==> src/rtl/spi_frame_master.sv <==
// Parallel-to-SPI frame master, mode 0, MSB-first.
// One accepted request sends one frame of 1..DATA_W bits.
module spi_frame_master #(
    parameter int DATA_W = 80,
    parameter int LEN_W  = 7,
    parameter int DIV    = 2
) (
    input  logic              clk,
    input  logic              reset_n,
    input  logic              i_start,
    input  logic [DATA_W-1:0] i_data,
    input  logic [LEN_W-1:0]  i_len,
    output logic              o_ready,
    output logic              o_done,
    output logic              o_csb,
    output logic              o_sclk,
    output logic              o_mosi
);

    typedef enum logic [2:0] {
        S_IDLE,
        S_SETUP,
        S_HIGH,
        S_LOW,
        S_HOLD,
        S_GAP
    } state_t;

    localparam int CNT_W = (DIV > 1) ? $clog2(DIV) : 1;
    localparam logic [CNT_W-1:0] CNT_END = CNT_W'(DIV - 1);
    localparam logic [LEN_W-1:0] LEN_MAX = LEN_W'(DATA_W);

    state_t            state_q, state_d;
    logic [CNT_W-1:0]  cnt_q, cnt_d;
    logic [LEN_W-1:0]  rem_q, rem_d;
    logic [DATA_W-1:0] sreg_q, sreg_d;
    logic              csb_q, csb_d;
    logic              sclk_q, sclk_d;
    logic              mosi_q, mosi_d;
    logic              done_q, done_d;
    logic              last;
    logic [LEN_W-1:0]  bit_idx;

    always_comb begin
        state_d = state_q;
        rem_d   = rem_q;
        sreg_d  = sreg_q;
        done_d  = 1'b0;
        last    = (cnt_q == CNT_END);
        cnt_d   = last ? '0 : cnt_q + CNT_W'(1);

        unique case (state_q)
            S_IDLE: begin
                cnt_d = '0;
                if (i_start && i_len != '0) begin
                    state_d = S_SETUP;
                    sreg_d  = i_data;
                    rem_d   = (i_len > LEN_MAX) ? LEN_MAX : i_len;
                end
            end
            S_SETUP: if (last) state_d = S_HIGH;
            S_HIGH: begin
                // Count drops at the end of each high phase; 1 means last bit.
                if (last) begin
                    rem_d   = rem_q - LEN_W'(1);
                    state_d = (rem_q == LEN_W'(1)) ? S_HOLD : S_LOW;
                end
            end
            S_LOW:  if (last) state_d = S_HIGH;
            S_HOLD: if (last) state_d = S_GAP;
            S_GAP: begin
                if (last) begin
                    state_d = S_IDLE;
                    done_d  = 1'b1;
                end
            end
            default: state_d = S_IDLE;
        endcase

        // Pins are registered from the next state so they never glitch.
        bit_idx = rem_d - LEN_W'(1);
        csb_d   = 1'b1;
        sclk_d  = 1'b0;
        mosi_d  = 1'b0;
        unique case (state_d)
            S_SETUP: begin
                csb_d  = 1'b0;
                mosi_d = sreg_d[bit_idx];
            end
            S_HIGH: begin
                csb_d  = 1'b0;
                sclk_d = 1'b1;
                mosi_d = mosi_q;
            end
            S_LOW: begin
                csb_d  = 1'b0;
                mosi_d = sreg_d[bit_idx];
            end
            S_HOLD: begin
                csb_d  = 1'b0;
                mosi_d = mosi_q;
            end
            default: ;
        endcase
    end

    always_ff @(posedge clk) begin
        if (!reset_n) begin
            state_q <= S_IDLE;
            cnt_q   <= '0;
            rem_q   <= '0;
            sreg_q  <= '0;
            csb_q   <= 1'b1;
            sclk_q  <= 1'b0;
            mosi_q  <= 1'b0;
            done_q  <= 1'b0;
        end else begin
            state_q <= state_d;
            cnt_q   <= cnt_d;
            rem_q   <= rem_d;
            sreg_q  <= sreg_d;
            csb_q   <= csb_d;
            sclk_q  <= sclk_d;
            mosi_q  <= mosi_d;
            done_q  <= done_d;
        end
    end

    assign o_ready = (state_q == S_IDLE);
    assign o_done  = done_q;
    assign o_csb   = csb_q;
    assign o_sclk  = sclk_q;
    assign o_mosi  = mosi_q;

endmodule

==> config.mk <==
export PLATFORM = sky130hd
export DESIGN_NAME = spi_frame_master
export DESIGN_NICKNAME = d
export VERILOG_FILES = /design/src/rtl/spi_frame_master.sv
export SDC_FILE = /design/constraint.sdc
export NUM_CORES = 1
export LEC_CHECK = 0
export ABC_AREA = 0
export ABC_CLOCK_PERIOD_IN_PS = 4600
export CORE_MARGIN = 2
export CORE_UTILIZATION = 45
export DETAILED_ROUTE_END_ITERATION = 10
export GPL_ROUTABILITY_DRIVEN = 0
export HOLD_SLACK_MARGIN = 0.05
export PLACE_DENSITY = 0.75
export SYNTH_ARGS = -nofsm -noshare
export SYNTH_HDL_FRONTEND = slang
export SYNTH_SLANG_ARGS = --single-unit
==> constraint.sdc <==
create_clock -name clk -period 4.6 [get_ports clk]
set_clock_uncertainty 0.1 [all_clocks]
set_input_delay 0.92 -clock clk [delete_from_list [all_inputs] [get_ports clk]]
set_output_delay 0.92 -clock clk [all_outputs]
set_load 0.005 [all_outputs]
# Word level (Yosys, flattened, before mapping)
# Index checks and enable logic that the tools add are counted.
[word_totals]
regBits = 95
inputBits = 90
out_inout_bits = 5
wordCells = 52
[op_classes]
add_sub_neg = 3
magnitude_cmp = 2
eq_ne = 10
n_mux = 19
n_bitwise = 1
n_reduce_logical = 9
[ops]
columns = ["op", "n"]
rows = [
  ["$mux W80", 2],
  ["$mux W7", 3],
  ["$mux W3", 6],
  ["$pmux W3 S5", 1],
  ["$pmux W7 S2", 1],
  ["$sub A7 B1 Y7 const B", 2],
  ["$eq A3 B2 Y1 const B", 4],
  ["$eq A3 B3 Y1 const B", 3],
  ["$lt A7 B8 Y1 const B", 1],
  ["$bmux W1 S7", 1],
  ["$eq A7 B1 Y1 const B", 1],
  ["$gt A7 B7 Y1 const B", 1],
  ["$reduce_bool A7 Y1", 1],
  ["$eq A3 B1 Y1 const B", 2],
  ["$reduce_or A2 Y1", 3],
  ["$mux W1", 4],
  ["$reduce_or A4 Y1", 1],
  ["$logic_not A3 Y1", 1],
  ["$reduce_or A3 Y1", 1],
  ["$pmux W1 S2", 1],
  ["$reduce_and A2 Y1", 1],
  ["$add A1 B1 Y1 const B", 1],
  ["$logic_and A1 B1 Y1", 1],
  ["$not A1 Y1", 1],
]

# Logic depth before layout (Yosys ltp)
[depth]
ltp_word = 8
mapped_depth = 15

# Worst setup path before layout
# No wires, ideal clock.
[synth_path]
kind = "input-to-reg"
startpoint = "in i_len[0]"
endpoint = "reg mosi_q (netlist: o_mosi)"
setup_ns = 0.124
arrival_time_ns = 4.193
t_required_ns = 4.376
path_slack_ns = 0.184
cell_stages = 15
path_buffers = 4
cell_sequence = "or4_1 -> buf_2 -> o211ai_1 -> a21o_1 -> buf_6 -> inv_2 -> buf_1 -> ha_1 -> xnor2_1 -> buf_2 -> mux4_2 -> mux2i_1 -> mux2i_1 -> o311ai_1 -> o21ai_1"
[synth_via]
elab_chain_len = 8
word_cells_on_any_way = 20
cone_classes = "add/sub: 1; order compare: 1; eq/ne: 4; mux: 10; reduce/logical: 4"
[synth_rtl]
columns = ["element", "line_no", "source"]
rows = [
  ["from (decl)", "12", "input logic [LEN_W-1:0] i_len,"],
  ["$gt A7 B7 Y1 or $reduce_bool A7 Y1 (tied branches)", "58, 55", ""],
  ["$mux W7 or $logic_and A1 B1 Y1 (tied branches)", "58, 55", ""],
  ["$mux W7", "55", "if (i_start && i_len != '0) begin"],
  ["$pmux W7 S2", "52", "unique case (state_q)"],
  ["$sub A7 B1 Y7", "81", "bit_idx = rem_d - LEN_W'(1);"],
  ["$bmux W1 S7", "88, 97", ""],
  ["$mux W1 (implied by the code)", "88, 97", ""],
  ["$pmux W1 S2", "85", "unique case (state_d)"],
  ["to (signal assigned)", "124", "mosi_q <= mosi_d;"],
  ["to (decl)", "39", "logic mosi_q, mosi_d;"],
]
# Several ways; a longest one is shown, not always the timed one. The select of a mux whose other input is x is not followed.
# A chain may end at the register's enable or synchronous reset.

# Worst setup path in the final report
[layout_path]
startpoint = "in i_len[1]"
endpoint = "reg mosi_q (netlist: o_mosi)"
# Same word-level chain as after synthesis.

==> impl.org <==
** Synthesis
- When the netlist entered floorplanning its net count stood at 714.
- Most frequently used flop master after synthesis :: sky130_fd_sc_hd__dfxtp_1
- Share of flip-flops with an asynchronous set or reset after synthesis :: 0%
- After synthesis, the netlist uses 61 different library cells.
- Top cell type by total area after synthesis :: sky130_fd_sc_hd__dfxtp_1
- In the synthesized netlist, the number of instances is about 620.
- In the post-synthesis netlist, the cell with the most instances is sky130_fd_sc_hd__nand2_1.
- Counting instances in the post-synthesis netlist gives the leading cell types as sky130_fd_sc_hd__nand2_1, sky130_fd_sc_hd__dfxtp_1, sky130_fd_sc_hd__a21boi_0, sky130_fd_sc_hd__a21oi_1, sky130_fd_sc_hd__clkbuf_1.
- Number of register bits inferred by synthesis :: between 90 and 100
- Summed over its instances, the top area cell type makes up 36.7% of the synthesized netlist area.
- The Yosys step of the flow raised 0 warnings.
- EDFF count, synth :: 0
- Syn Std Cell Area :: between 5000 and 6000 µm²
- By area the synthesized netlist is led by sky130_fd_sc_hd__dfxtp_1, sky130_fd_sc_hd__nand2_1, sky130_fd_sc_hd__a21boi_0.
- Post-synthesis average cell area :: between 8 and 9 µm²
- Register area share after synthesis :: 36.7%

** Floorplan
- From bottom edge to top edge, the die measures 111 µm.
- Die Span X :: ~110 µm
- Initial core utilization :: around 46%
- For this design the top-level I/O count stands at 95.
- The core region is ~11000 µm².
- The die covers around 12000 µm².
- In this run the core area contains 39 standard-cell rows.

** GRT
- Leftover overflow at the end of global routing :: 0
- The number of antenna violations at the first check in global routing came to 0.
- The first global-routing pass estimated approximately 22000 µm of wire.
- Entering global routing, the biggest net connects between 90 and 100 pins.
- Across every metal layer, demand over resource in global routing totals ~21%.
- The via count of the first global-routing pass was 4681.

** Critical path
- Reg-to-Reg Start :: state_q[0]$_SDFF_PN0_
- Delay of the slowest cell on the worst path :: 0.59 ns
- The most critical setup path has its endpoint at o_mosi$_SDFFE_PN0N_.
- Data arrival time of the critical path :: around 4.3 ns
- Among the stages of the critical path, the cell type that occurs most often is sky130_fd_sc_hd__mux4_2.
- Counting both buffers and inverters, the worst setup path holds a total of 2.
- Capturing point of the worst reg2reg path :: o_mosi$_SDFFE_PN0N_
- The worst setup path is launched from an input pin.
- In this run the worst path has a maximum fanout of 24.
- Required arrival time at the worst endpoint :: between 4 and 5 ns
- Worst reg2reg setup slack :: about 1.1 ns
- Cell breakdown of the critical path :: clkdlybuf4s50_1, or4_1, o211ai_1, a21o_2, buf_4, mux2i_1, mux4_2, mux4_2, o31a_1, o21ai_1
- Worst setup EP type :: flip-flop
- Levels on crit path :: 10
- For the worst flop-to-flop path, the logic depth is 9.
- Slowest stage cell on the critical path :: sky130_fd_sc_hd__or4_1
- Path type of the worst setup path :: in -> reg
- Top Family by Delay on Critical Path :: multiplexers
- The most critical setup path has its startpoint at i_len[1].

** Timing
- Tightest hold margin :: ~0.36 ns
- Worst slew pin tran :: ~0.76 ns
- Final period util :: roughly nine tenths
- Final Max Tran Viols :: 0
- Setup repair after global routing left no endpoint under its margin.
- Remaining max-slew budget at the tightest pin :: 49.4%
- For the finished layout, the period the worst path requires is just over 4 ns.
- Setup TNS after final layout :: 0 ns
- Setup violations remaining at the end of the flow were counted as 0.
- Highest clock rate :: 0.245 GHz
- Final WS setup :: just over 0.5 ns
- Final number of hold-violating endpoints :: 0

** Flow run
- Max capacitance violation total :: 0

** Placement
- Before CTS, the worst setup slack after placement is 0.180 ns.
- Buffers placed on the I/O ports in this run total 94.
- Summed over all nets, the half-perimeter wirelength after detailed placement is about 9400 µm.

** Routing
- DR top layer :: met4
- Dividing the detail-routed wire length by the instance count gives between 15 and 20 µm.
- After detailed routing, the met2 layer carries 6330 µm of wire.
- Detailed Route WL :: roughly 13000 µm
- Wl on met1 :: roughly 5700 µm
- Vias/cell :: 5.56
- The detailed router finished its first iteration with between 200 and 250 violations.
- Number of vias in the routed layout :: ~4700
- Initial DRT Pass Iterations :: 7
- In the detailed route, the total length drawn on met3 is ~650 µm.
- Remaining antenna violation count after routing :: 0
- Final routed DRC violation total :: 0

** Pwr
- PD cells :: ~340 nW/µm²
- Total power of the final layout :: 2.23 mW
- Worst IR Drop VDD :: approximately 0.18 mV
- Leakage power :: roughly 2.3 nW

** Hold path
- Path type of the worst min-delay path :: reg -> reg

** CTS
- Clock latency on the worst-skew pair, taken at its later pin, is roughly 0.34 ns.
- H-tree levels :: 3
- Clock tree from TritonCTS :: done
- Post-CTS repair changed the size of 0 cells.
- Total CTS buffers :: 9
- After clock tree synthesis, the clock-pin slew on the worst setup and hold paths is around 0.060 ns.
- Post-CTS Setup Inserts :: 0
- Count of hold-fix buffers inserted at cts :: 0
- Largest buffer count on any clock path :: 2
- Root Driver :: sky130_fd_sc_hd__clkbuf_16
- The tree built by TritonCTS fans out to 95 sinks.

** Finish
- The filler cells instantiated in the layout total 1006.
- Nets :: 794
- Cells with a size suffix above 1 make up just under 9% of the layout.
- Signed area change from the synthesized netlist to the final layout :: 25.9%
- The repair_antennas step left the layout with diodes totalling 0.

** Status
- The run finished with clean final reports.
-- worst min path at each step --
stage	from	endpoint	slack (ns)	cells past startpoint
floorplan	sreg_q[19]$_SDFF_PN0_	sreg_q[19]$_SDFF_PN0_	0.34	2
global placement	sreg_q[30]$_SDFF_PN0_	sreg_q[30]$_SDFF_PN0_	0.35	2
detailed placement	sreg_q[23]$_SDFF_PN0_	sreg_q[23]$_SDFF_PN0_	0.36	2
CTS	sreg_q[23]$_SDFF_PN0_	sreg_q[23]$_SDFF_PN0_	0.37	2
global route	sreg_q[27]$_SDFF_PN0_	sreg_q[27]$_SDFF_PN0_	0.39	2
finish	sreg_q[23]$_SDFF_PN0_	sreg_q[23]$_SDFF_PN0_	0.36	2
-- flip-flops by register name, summed over array words and instances, names as in the netlist --
| name | cells |
|---|---|
| o_mosi | 1 |
| sreg_q | 80 |
| o_done | 1 |
| cnt_q | 1 |
| rem_q | 7 |
| o_csb | 1 |
| o_sclk | 1 |
| state_q | 3 |
-- logic make-up (layout without fill, tap and decap cells) --
logic type      after synthesis  in the layout  synth area share, %
simple gates                252            252                 22.0
compound gates              170            170                 22.3
flops                        95             95                 36.7
buf+inv                      53            138                 4.83
mux                          41             41                 11.9
xor+xnor                      7              7                 1.55
fa+ha+maj                     3              3                0.725
-- routing by layer --
layer  global-route usage (%)  up-vias
li1                         -     2337
met1                     26.3     2218
met2                     36.0      132
met3                     5.30       34
met4                     8.72        0
met5                        0        -
-- metrics by stage --
stage                     std cells  utilization, %  area (µm²)
after CTS                       849            57.6        6520
final                           849            57.6        6520
after global placement          833            55.2        6240
after detailed placement        833            55.2        6240
after global routing            849            57.6        6520
after floorplan                 621               -        5180
-- cell type report --
| type | instances | area, µm² | area share, % |
|---|---|---|---|
| Multi-Input combinational cell | 473 | 3040 | 46.7 |
| Sequential cell | 95 | 1900 | 29.2 |
| Timing Repair Buffer | 112 | 1080 | 16.6 |
| Clock buffer | 9 | 225 | 3.46 |
| Tap cell | 143 | 179 | 2.75 |
| Clock inverter | 7 | 47.5 | 0.730 |
| Inverter | 10 | 37.5 | 0.576 |
-- worst min-delay path, delay by kind of cell, from the launching register on --
| family | cells | cell delay [ns] |
|---|---|---|
| AOI/OAI and AO/OA | 1 | 0.06 |
| DFF | 1 | 0.31 |
| and+or+nand+nor | 1 | 0.04 |
-- report_power, final --
| group | internal (mW) | total, mW | leakage, nW | switching [mW] |
|---|---|---|---|---|
| registers | 0.882 | 0.915 | 0.780 | 0.0331 |
| clock network | 0.368 | 0.693 | 0.132 | 0.326 |
| logic | 0.307 | 0.624 | 1.43 | 0.318 |
-- placed cells by master (no fill, tap or decap), types with 2 or more instances in the layout --
cell,count
sky130_fd_sc_hd__mux4_1,4
sky130_fd_sc_hd__and4_1,2
sky130_fd_sc_hd__o211ai_4,2
sky130_fd_sc_hd__nand2_1,169
sky130_fd_sc_hd__o22ai_1,2
sky130_fd_sc_hd__nand4_1,3
sky130_fd_sc_hd__mux2i_1,25
sky130_fd_sc_hd__nand2b_1,4
sky130_fd_sc_hd__or3_1,5
sky130_fd_sc_hd__inv_6,2
sky130_fd_sc_hd__and2_1,8
sky130_fd_sc_hd__a21boi_0,82
sky130_fd_sc_hd__ha_1,3
sky130_fd_sc_hd__nor2b_1,4
sky130_fd_sc_hd__nor2_1,22
sky130_fd_sc_hd__a21oi_1,55
sky130_fd_sc_hd__clkdlybuf4s50_1,93
sky130_fd_sc_hd__mux4_2,11
sky130_fd_sc_hd__dfxtp_1,95
sky130_fd_sc_hd__nor4_1,11
sky130_fd_sc_hd__o21ai_0,12
sky130_fd_sc_hd__clkinv_2,3
sky130_fd_sc_hd__xnor2_1,4
sky130_fd_sc_hd__or4_1,2
sky130_fd_sc_hd__inv_1,8
sky130_fd_sc_hd__nand3_1,4
sky130_fd_sc_hd__nor3_1,6
sky130_fd_sc_hd__clkinvlp_4,2
sky130_fd_sc_hd__buf_4,17
sky130_fd_sc_hd__clkbuf_16,9
sky130_fd_sc_hd__nor3b_1,3
No activity file was read; power rests on OpenSTA's default activity.
==> edit 1: new RTL, same flow settings <==
Re-encode `state_t` (6 states) as one-hot, 6 bits wide.
--- a/src/rtl/spi_frame_master.sv
+++ b/src/rtl/spi_frame_master.sv
@@ -19,9 +19,9 @@
 
-    typedef enum logic [2:0] {
-        S_IDLE,
-        S_SETUP,
-        S_HIGH,
-        S_LOW,
-        S_HOLD,
-        S_GAP
+    typedef enum logic [5:0] {
+        S_IDLE  = 6'b000001,
+        S_SETUP = 6'b000010,
+        S_HIGH  = 6'b000100,
+        S_LOW   = 6'b001000,
+        S_HOLD  = 6'b010000,
+        S_GAP   = 6'b100000
     } state_t;
Check against the original RTL: no difference found for any inputs over 10 cycles, from zero or initial values and one cycle with reset_n low; not proved beyond that.
==> edit 1 against the original RTL <==
- area after synthesis increased by 6.2%
- fmax shrank 9.7%
- setup slack worse by 0.44 ns
- wire length up 32%
- sequential cell count increased by 3
- total power up 12%
- final area rose by 10%
- first-iteration DRC count rose by 130%
- critical endpoint is now o_mosi$_SDFFE_PN0P_
- largest cell class unchanged
- highest routed layer unchanged
==> edit 1: results (changes against the original RTL) <==
stage	metric	value	unit	change
placement	DP Wirelength	12100	µm	+29%
final_layout	Clock-cell share	4.26	%	+0.072 points
global_route	Total Routing Usage GR	25.9	%	+4.5 points
final_layout	Layout Nets	928		+17%
pwr	maximum VDD drop	190	µV	+3.1%
final_layout	Non-Filler Instances	987		+16%
global_route	first-pass GRT wire length	27100	µm	+24%
routing	Initial DRC Count	503		+130%
synth	top post-synthesis cells by area	dfxtp_1, nand2_1, a21oi_1		
final_layout	number of non-clock buffers in the layout	143		+28%
critical_path	worst r2r src	state_q[1]$_SDFF_PN0_		
synth	sequential fraction of the synthesis area	35.7	%	-1.1 points
global_route	largest net degree at the start of global routing	57		-39%
final_layout	Layout fillers	1071		+6.5%
final_layout	multi-input combinational area share	46.7	%	about the same
placement	placed cell count	966		+16%
critical_path	FF-to-FF setup slack	0.67	ns	-0.46 ns
final_layout	#MultiIn Comb	577		+22%
synth	register bit total from synthesis	98		+3.2%
routing	First-pass DRT Iterations	5		-2
min_path	Worst Hold Endpoint	sreg_q[41]$_SDFF_PN0_		
critical_path	critical path data arrival time	4.66	ns	+0.41 ns
critical_path	worst setup path end	o_mosi$_SDFFE_PN0P_		
final_layout	Final non-clock buffer share	18.8	%	+2.1 points
final_layout	sequential cell area	1960	µm²	+3.2%
synth	Cells after Synth	734		+18%
global_route	number of global-route vias before repair	5668		+21%
outcome	status	complete, no violations		
synth	Post-synth top cells	nand2_1, a21oi_1, dfxtp_1		
==> edit 1: metal layers <==
layer / track usage (%) / routed length, µm / part of all wire, %
met5: 0 / 0 / 0
met3: 5.40 / 1150 / 6.7
met2: 45.0 / 8560 / 50
met4: 8.94 / 471 / 2.7
met1: 31.7 / 7050 / 41
==> edit 1: worst max-delay path, cell delays in order <==
cell and delay, ns:
clkdlybuf4s50_1 0.44, or4_4 0.44, o211a_4 0.28, o211ai_1 0.29, clkinv_2 0.14, ha_4 0.20, nor2b_1 0.13, a32o_2 0.27
a211oi_4 0.43, buf_12 0.17, buf_4 0.10, buf_4 0.10, o221ai_1 0.10, a21oi_1 0.16, o31ai_1 0.11, a311oi_1 0.33
a211oi_2 0.06
==> edit 1: report_power, final <==
group	switching, µW	internal, µW	total, µW
logic	423	356	779
clock network	326	452	777
registers	37.3	912	949
==> edit 1: cells by family (layout without fill, tap and decap cells) <==
family	Yosys count	in the layout	share of synthesized area (%)
buf+inv	59	165	4.37
flops	98	98	35.7
simple gates	319	319	26.6
fa+ha+maj	3	3	0.683
xor+xnor	3	3	0.478
mux	33	33	6.76
compound gates	219	219	25.4
==> edit 1: per-stage QoR <==
stage / hold WS, ns / utilization [%]
detailed placement: 0.339 / 56.5
CTS: 0.348 / 59.1
global route: 0.359 / 59.9
finish: 0.347 / 59.9
global placement: 0.333 / 56.5
floorplan: 0.327 / -
==> edit 1: repair_timing <==
action | CTS | global route
pin swaps | 0 | 10
resized for setup | 1 | 13
buffers inserted | 0 | 4
cloned | 0 | 1
hold buffers | 0 | 0
endpoints found under the setup margin | 1 | 1
==> edit 2: new RTL, same flow settings <==
Without the edit above. `DIV`: 2 -> 4.
--- a/src/rtl/spi_frame_master.sv
+++ b/src/rtl/spi_frame_master.sv
@@ -5,3 +5,3 @@
     parameter int LEN_W  = 7,
-    parameter int DIV    = 2
+    parameter int DIV    = 4
 ) (
Function: changed (a bounded check fails within 4 cycles, from zero or initial values and one cycle with reset_n low).
==> edit 2 against the original RTL <==
- sequential power about the same
- global-route usage increased by 3.0 points
- sequential cell count increased by 1
- sequential share of layout area decreased by 2.1 points
- die area increased by 5.4%
- area after synthesis increased by 5.6%
- final area increased by 8.7%
- total power increased by 2.0%
- setup slack got worse by 0.32 ns
- final cell count increased by 12%
- wire length increased by 20%
- clock power increased by 0.7%
==> edit 2: results (changes against the original RTL) <==
stage	metric	value	unit	change
critical_path	critical path data arrival time	4.55	ns	+0.30 ns
final_layout	Layout Nets	892		+12%
critical_path	Crit Path Max Fanout	5		-79%
critical_path	Crit. Startpoint	i_len[1]		
synth	top post-synthesis cells by area	dfxtp_1, nand2_1, a21boi_0		
cts	Clock Path Buffers	2		unchanged
global_route	GR Layer Usage met1	32.7	%	+6.4 points
critical_path	FF-to-FF setup slack	0.53	ns	-0.60 ns
global_route	first-pass GRT wire length	25300	µm	+15%
min_path	hold depth	1		-1
global_route	GRT met2 Usage	40.1	%	+4.1 points
cts	CTS root buf	clkbuf_16		
pwr	maximum VDD drop	152	µV	-17%
global_route	Congestion Overflow GR	0		unchanged
final_layout	Antenna diodes	0		unchanged
synth	Synth Warn #	0		unchanged
routing	First-pass DRT Iterations	5		-2
synth	sequential fraction of the synthesis area	35.1	%	-1.6 points
cts	H-Tree Depth	3		unchanged
cts	Worst-path clk slew	0.06	ns	about the same
final_layout	number of flip-flops in the largest register	80		unchanged
cts	worst skew pair latency	0.35	ns	
global_route	largest net degree at the start of global routing	75		-20%
global_route	met3 GRT Util	3.60	%	-1.7 points
final_layout	Non-Filler Instances	950		+12%
routing	Routed WL per cell	16.5	µm	+7.3%
routing	vias per cell	5.77		+3.7%
timing	worst relative slew slack	21.8	%	-28 points
critical_path	FF-to-FF path depth	12		+3
critical_path	Crit Reg-Reg Endpoint	o_mosi$_SDFFE_PN0N_		
cts	CTS buffer count	9		unchanged
placement	port bufs	94		unchanged
synth	Post-Syn Area per Cell	7.84	µm²	-6.0%
placement	DP Wirelength	11100	µm	+18%
critical_path	slowest cell delay on critical path	0.52	ns	-0.07 ns
min_path	hold_sp	cnt_q[0]$_SDFF_PP0_		
min_path	hold crit path type	register to register		
final_layout	biggest regs	sreg_q (80), rem_q (7), state_q (3)		
global_route	Total Routing Usage GR	24.4	%	+3.0 points
placement	placed cell count	930		+12%
final_layout	layout cells sized above 1	11.1	%	+2.4 points
timing	final hold slack	0.337	ns	-0.0248 ns
pwr	LEAKAGE	0.00262	µW	+12%
synth	syn nets	792		+11%
synth	ys async rst share	0	%	unchanged
min_path	Worst Hold Endpoint	cnt_q[0]$_SDFF_PP0_		
synth	Yosys cell types	59		-3.3%
synth	Post-synth top cells	nand2_1, dfxtp_1, a21boi_0		
global_route	number of global-route vias before repair	5242		+12%
global_route	antenna violations before repair	0		unchanged
critical_path	CP max stage cell	a221o_2		
outcome	status	complete, no violations		
critical_path	worst r2r src	cnt_q[0]$_SDFF_PP0_		
routing	Initial DRC Count	409		+83%
## edit 2: stage by stage
step                setup slack, ns  TNS [ns]  instance area [µm²]
global route                 0.0448         0                 7080
detailed placement           -0.293    -0.293                 6770
floorplan                     0.313         0                 5470
CTS                          0.0244         0                 7030
global placement             -0.249    -0.249                 6770
finish                        0.196         0                 7080
## edit 2: final cells by class
cell class / count / area [µm²]
Fill cell: 1052 / 4880
Multi-Input combinational cell: 542 / 3350
Sequential cell: 96 / 1920
Timing Repair Buffer: 142 / 1330
Clock buffer: 13 / 250
Tap cell: 147 / 184
Inverter: 7 / 26.3
Clock inverter: 3 / 17.5
## edit 2: how the worst max path moves through the flow
stage                                     end  slack, ns  cells past startpoint
final                     o_mosi$_SDFFE_PN0N_       0.20                     13
after floorplan           o_mosi$_SDFFE_PN0N_       0.31                     15
after CTS                 o_mosi$_SDFFE_PN0N_       0.02                     12
after detailed placement  o_mosi$_SDFFE_PN0N_      -0.29                     12
after global routing      o_mosi$_SDFFE_PN0N_       0.04                     13
after global placement    o_mosi$_SDFFE_PN0N_      -0.25                     12
## edit 2: timing repair
action                                  4_1_cts  5_1_grt
buffers inserted                              0        4
endpoints found under the setup margin        0        1
gates resized for setup                       0        4
## edit 2: critical path: cells and delay by family
| kind | cells | cell delay [ns] |
|---|---|---|
| AOI/OAI and AO/OA | 5 | 1.87 |
| buffers and inverters | 3 | 0.77 |
| and+or+nand+nor | 3 | 0.44 |
| muxes | 1 | 0.37 |
| xor gates and xnor gates | 1 | 0.17 |
## edit 2: power by group
part	leakage, µW	internal (µW)	switching [µW]	total, µW
Clock	0.000130	380	317	698
Combinational	0.00170	319	345	664
Sequential	0.000787	884	31.5	915
## edit 2: logic make-up (layout without fill, tap and decap cells)
| group | after synthesis | in the layout | synth area share, % |
|---|---|---|---|
| DFF | 96 | 96 | 35.1 |
| muxes | 25 | 25 | 8.08 |
| xor gates and xnor gates | 9 | 9 | 1.72 |
| AOI/OAI and AO/OA | 175 | 175 | 23.7 |
| buffers and inverters | 60 | 165 | 4.35 |
| and+or+nand+nor | 329 | 329 | 26.1 |
| adders and majority gates | 4 | 4 | 0.915 |
## edit 2: layer usage
| layer | wire length [µm] | vias to the layer above |
|---|---|---|
| met1 | 6720 | 2595 |
| li1 | - | 2646 |
| met2 | 7490 | 214 |
| met4 | 299 | 0 |
| met5 | 0 | - |
| met3 | 1190 | 24 |
